[src/rtl/fetch_unit.sv]
// -----------------------------------------------------------------------------
// fetch_unit
//
// Fetch stage of the pipelined ARM core. Owns the fetch PC (PCF) and the single
// outstanding request to a variable-latency instruction memory, and drives the
// IF/ID register (InstrD, PCPlus8D, ValidD) consumed by decode.
//
// Redirects come from Execute (BranchTakenE/ALUResultE, higher priority) and
// Writeback (PCSrcW/ResultW). A response belonging to a request issued before
// a redirect is drained and discarded. A response that returns while decode is
// stalled is parked in a one-entry skid register until the stall releases.
//
// Ports:
//   clk, reset                 clock, synchronous active-high reset
//   imem_req, imem_addr        request strobe and word address (== PCF)
//   imem_rvalid, imem_rdata    memory response
//   StallD, FlushD             IF/ID hold / bubble (flush wins)
//   PCWrPendingF               PC write in flight, blocks new requests
//   BranchTakenE, ALUResultE   Execute redirect
//   PCSrcW, ResultW            Writeback redirect
//   PCF                        current fetch PC
//   InstrD, PCPlus8D, ValidD   IF/ID register contents
// -----------------------------------------------------------------------------
module fetch_unit #(
    parameter logic [31:0] RESET_PC = 32'h0000_0000,
    parameter logic [31:0] BUBBLE   = 32'hE180_0000
) (
    input  logic        clk,
    input  logic        reset,
    output logic        imem_req,
    output logic [31:0] imem_addr,
    input  logic        imem_rvalid,
    input  logic [31:0] imem_rdata,
    input  logic        StallD,
    input  logic        FlushD,
    input  logic        PCWrPendingF,
    input  logic        BranchTakenE,
    input  logic [31:0] ALUResultE,
    input  logic        PCSrcW,
    input  logic [31:0] ResultW,
    output logic [31:0] PCF,
    output logic [31:0] InstrD,
    output logic [31:0] PCPlus8D,
    output logic        ValidD
);

    // REQ: may issue; WAIT: live request outstanding; FULL: skid holds a word;
    // DRAIN: outstanding request is stale and its response must be dropped.
    typedef enum logic [1:0] {
        S_REQ   = 2'd0,
        S_WAIT  = 2'd1,
        S_FULL  = 2'd2,
        S_DRAIN = 2'd3
    } state_t;

    state_t      state_q, state_d;
    logic [31:0] pcf_q, pcf_d;
    logic        skid_valid_q, skid_valid_d;
    logic [31:0] skid_instr_q, skid_instr_d;
    logic [31:0] skid_pc8_q, skid_pc8_d;
    logic [31:0] instr_q, instr_d;
    logic [31:0] pc8_q, pc8_d;
    logic        valid_q, valid_d;

    logic        redirect;
    logic [31:0] target;
    logic [31:0] pc_plus4;
    logic [31:0] pc_plus8;
    logic        load;
    logic [31:0] load_instr;
    logic [31:0] load_pc8;

    // NOTE: every signal driven here gets a default first, so no path through
    // the decision tree leaves one unassigned and no latch is inferred.
    always_comb begin
        redirect     = BranchTakenE | PCSrcW;
        target       = BranchTakenE ? ALUResultE : ResultW;
        pc_plus4     = pcf_q + 32'd4;
        pc_plus8     = pcf_q + 32'd8;

        // Depends only on registered state and non-memory inputs, so there is
        // no combinational path from imem_rvalid to imem_req.
        imem_req     = (state_q == S_REQ) && !reset && !PCWrPendingF && !redirect;

        state_d      = state_q;
        pcf_d        = pcf_q;
        skid_valid_d = skid_valid_q;
        skid_instr_d = skid_instr_q;
        skid_pc8_d   = skid_pc8_q;
        load         = 1'b0;
        load_instr   = imem_rdata;
        load_pc8     = pc_plus8;

        if (redirect) begin
            pcf_d        = target;
            skid_valid_d = 1'b0;
            // A request still in flight must have its response swallowed;
            // a response arriving in this very cycle is simply ignored.
            if ((state_q == S_WAIT || state_q == S_DRAIN) && !imem_rvalid) begin
                state_d = S_DRAIN;
            end else begin
                state_d = S_REQ;
            end
        end else begin
            unique case (state_q)
                S_REQ: begin
                    if (imem_req) begin
                        state_d = S_WAIT;
                    end
                end
                S_WAIT: begin
                    if (imem_rvalid) begin
                        if (StallD) begin
                            skid_valid_d = 1'b1;
                            skid_instr_d = imem_rdata;
                            skid_pc8_d   = pc_plus8;
                            pcf_d        = pc_plus4;
                            state_d      = S_FULL;
                        end else if (FlushD) begin
                            state_d = S_REQ;
                        end else begin
                            load    = 1'b1;
                            pcf_d   = pc_plus4;
                            state_d = S_REQ;
                        end
                    end
                end
                S_FULL: begin
                    if (!StallD) begin
                        load         = skid_valid_q;
                        load_instr   = skid_instr_q;
                        load_pc8     = skid_pc8_q;
                        skid_valid_d = 1'b0;
                        state_d      = S_REQ;
                    end
                end
                S_DRAIN: begin
                    if (imem_rvalid) begin
                        state_d = S_REQ;
                    end
                end
                default: state_d = S_REQ;
            endcase
        end

        // IF/ID precedence: flush, then stall (hold), then load.
        instr_d = instr_q;
        pc8_d   = pc8_q;
        valid_d = valid_q;
        if (FlushD) begin
            instr_d = BUBBLE;
            pc8_d   = 32'd0;
            valid_d = 1'b0;
        end else if (!StallD && load) begin
            instr_d = load_instr;
            pc8_d   = load_pc8;
            valid_d = 1'b1;
        end
    end

    // NOTE: sequential state uses non-blocking assignments so every flop
    // samples its _d value from before the edge.
    always_ff @(posedge clk) begin
        if (reset) begin
            state_q      <= S_REQ;
            pcf_q        <= RESET_PC;
            skid_valid_q <= 1'b0;
            instr_q      <= BUBBLE;
            pc8_q        <= 32'd0;
            valid_q      <= 1'b0;
        end else begin
            state_q      <= state_d;
            pcf_q        <= pcf_d;
            skid_valid_q <= skid_valid_d;
            instr_q      <= instr_d;
            pc8_q        <= pc8_d;
            valid_q      <= valid_d;
        end
    end

    // NOTE: skid payload is not reset; it is only ever read while
    // skid_valid_q is set, so its power-up contents never escape.
    always_ff @(posedge clk) begin
        skid_instr_q <= skid_instr_d;
        skid_pc8_q   <= skid_pc8_d;
    end

    assign imem_addr = pcf_q;
    assign PCF       = pcf_q;
    assign InstrD    = instr_q;
    assign PCPlus8D  = pc8_q;
    assign ValidD    = valid_q;

endmodule

[config.mk]
export PLATFORM = sky130hd
export DESIGN_NAME = fetch_unit
export DESIGN_NICKNAME = d
export VERILOG_FILES = /design/src/rtl/fetch_unit.sv
export SDC_FILE = /design/constraint.sdc
export NUM_CORES = 1
export LEC_CHECK = 0
export ABC_AREA = 1
export CORE_MARGIN = 5
export CORE_UTILIZATION = 45
export CTS_BUF_LIST = sky130_fd_sc_hd__clkbuf_8
export DETAILED_ROUTE_END_ITERATION = 16
export PLACE_DENSITY = 0.86
export RECOVER_POWER = 100
export SETUP_SLACK_MARGIN = 0.2
export SKIP_LAST_GASP = 1
export SLEW_MARGIN = 20
export SYNTH_ARGS = -nofsm -noshare
export SYNTH_HDL_FRONTEND = slang
export SYNTH_SLANG_ARGS = --single-unit
export TNS_END_PERCENT = 30
[constraint.sdc]
create_clock -name clk -period 6 [get_ports clk]
set_clock_uncertainty 0.2 [all_clocks]
set_input_delay 0.6 -clock clk [delete_from_list [all_inputs] [get_ports clk]]
set_output_delay 0.6 -clock clk [all_outputs]
set_load 0.03 [all_outputs]
==> impl_metrics.toml <==
[cts]
post_cts_buffers = 0
postCtsHoldBufs = 0
cts_made_buffers = 17
cts_buffer_depth = 2
post_cts.resized_instances = 0
clock-root-buffer = "clkbuf_8"
cts.reportedPaths.clkPinSlew_ns = 0.10
clock_latency_ns = 0.47
htree_levels = 4
cts_sinks = 164
tritoncts = "done"

[sta]
period_minus_slack_ns = 4.49
grt_setup_unrepaired = "no"
finalHoldViolCount = 0
drv_slew = 222
slew_headroom_pct = -76.6
setup_violations = 0
tns_ns = 0
timing.fmax_mhz = 223
tightest_slew_ns = 2.65
period_share_pct = 74.9

[die]
die_h_um = 153
rows = 52
fp.dieW_um = 153
dieArea_um2 = 23500
core_um2 = 20200
initial_utilization_pct = 45.6
ios = 234

[layout]
antenna-diode-count = 0
area_delta_synth_final_pct = 26.8
design_area_um2 = 11700
drive_gt1_share_pct = 6.50
final_util_pct = 57.8
final-instance-count-excl-fill = 1685
nets = 1513

[worst_hold_path]
hold_path_depth = 1
min_path_type = "register to register"

[routing]
routed_wl_um = 29300
num_vias = 9241
drt_drc_violations_left = 0
initialDrtViolationCount = 879
vias_per_cell = 5.48
detail-route-antenna-nets = 0
firstDrtPassIters = 5
wl_per_cell_um = 17.4

[job]
maxCapViolCount = 3

[setup_path]
path_max_fanout = 62
path_delay_family = "buffers and inverters"
rr_worst_depth = 9
cp.arrival_ns = 4.69
crit_buf_inv = 5
path_cells = "clkbuf_1 -> inv_1 -> clkbuf_1 -> a21oi_1 -> nor2_1 -> inv_2 -> o21ai_0 -> inv_1 -> a21oi_1"
worst-path-stages = 9
worstSetupEndpointType = "register"
required_ns = 6.20
critPathLaunchType = "input pin"
crit_slowest_cell = "clkbuf_1"
slowest_delay_ns = 1.90
criticalPathCategory = "input pin to register"

[place]
dp.cells = 1653
place_congestion = 0.938
hpwl_um = 21000
dpl_cell_area_um2 = 11400
port-buffer-count = 233

[power]
power_density_nw_per_um2 = 216
p_leak_nw = 4.86
peakVddDrop_mv = 0.127
p_total_mw = 2.53

[status]
outcome = "finished, violations left"
failed_checks = "max-capacitance violations, max-slew violations"

[logic_synthesis]
syn-cell-area_um2 = 9230
synth_edf_count = 64
syn_area_per_cell_um2 = 7.41
async_reset_ff_share_pct = 0
syn-num-nets = 1357
synth.distinct_cells = 45
syn_inst = 1246
yosysSeqAreaShare_pct = 42.5
synth_flop_cell = "dfxtp_1"
synth-seq-cells = 164
yosys_warnings = 0

[global_route]
grt_pass1_wl_um = 46000
grt_overflow = 0
grt_max_degree = 96
grt_pass1_vias = 8712
grt_antenna_before_repair = 0
grt.total_usage_pct = 24.1
-- area by class of cell --
class | instances | area (um^2)
Clock buffer | 17 | 234
Clock inverter | 15 | 186
Fill cell | 1761 | 8530
Inverter | 80 | 300
Multi-Input combinational cell | 898 | 4350
Sequential cell | 164 | 3920
Tap cell | 270 | 338
Timing Repair Buffer | 241 | 2370
-- Yosys cell counts (3+ instances only) --
cell type    n  area (um^2)
o211ai_1    11         82.6
nor2_4       9          101
nor2_1      72          270
nand2_2     12         75.1
a21oi_2      3         26.3
a31oi_1     48          300
nand3_1     80          400
inv_2        7         26.3
nor3_1       7         35.0
buf_2       22          110
a21oi_1     65          325
o21a_1       3         22.5
o21ai_0    124          621
xnor2_1      5         43.8
o21ai_1      6         30.0
xor2_1      11         96.3
inv_1       73          274
and2_1      11         68.8
nor4_1       3         18.8
buf_1        8         30.0
edfxtp_1    64         1920
nor2_2      14         87.6
nand2_1    360         1350
ha_1         7         87.6
a21boi_0     3         22.5
dfxtp_1    100         2000
or2_2       17          106
clkbuf_1    33          124
o221ai_1     3         26.3
nand4_1      5         31.3
buf_4       39          293
-- through the flow --
stage / setup slack [ns] / hold WS, ns
floorplan: 1.31 / 0.253
global placement: 2.14 / 0.250
detailed placement: 2.11 / 0.253
CTS: 2.54 / 0.276
global route: 1.22 / 0.288
finish: 1.51 / 0.268
-- sequential cells by signal, summed over array words and instances (netlist names) --
register / cells
ValidD: 1
skid_pc8_q: 32
skid_instr_q: 32
InstrD: 32
state_q: 2
PCPlus8D: 32
PCF: 32
skid_valid_q: 1
-- worst paths after layout --
kind / start / endpoint / slack (ns)
setup / recovery: StallD / PCF[29]$_SDFFE_PP0P_ / 1.51
setup reg to reg: state_q[1]$_SDFFE_PP0P_ / InstrD[8]$_SDFFE_PP0P_ / 2.45
hold reg to reg: ValidD$_SDFFE_PP0P_ / ValidD$_SDFFE_PP0P_ / 0.27
hold / removal: ValidD$_SDFFE_PP0P_ / ValidD$_SDFFE_PP0P_ / 0.27
-- where the power goes --
| group | switching (mW) | internal (mW) |
|---|---|---|
| Sequential | 0.0532 | 1.18 |
| Combinational | 0.258 | 0.175 |
| Clock | 0.468 | 0.392 |
-- logic make-up (layout without fill, tap and decap cells) --
group	Yosys count	after routing	synth area share, %
compound gates	279	279	17.1
buf+inv	184	353	9.53
simple gates	596	596	28.4
flops	164	164	42.5
xor+xnor	16	16	1.52
fa+ha+maj	7	7	0.949
-- routing by layer --
metal,track usage (%),routed length [um],up-vias,part of all wire (%)
met5,0,0,-,0
met4,7.68,744,0,2.5
met3,5.34,2520,59,8.6
met2,38.6,13700,477,47
met1,32.4,12400,4260,42
li1,-,-,4445,-
-- placed cells by master (no fill, tap or decap), types with 4 or more instances in the layout --
cell               n
nor2_1            79
inv_6              5
clkbuf_1           4
clkbuf_8          17
a21oi_1           67
dlygate4sd3_1    132
nor2_4             6
xor2_1            11
nor2_2            11
nand2_1          362
a31oi_1           48
or2_2             17
inv_1             77
dfxtp_1          100
nand3_1           80
nor3_1             7
xnor2_1            5
ha_1               7
nand2_2           10
and2_0             4
inv_8              5
nand4_1            5
o21ai_0          129
clkdlybuf4s50_1  100
o211ai_1          11
edfxtp_1          64
and2_1             7
(Power assumes the default switching activity.)
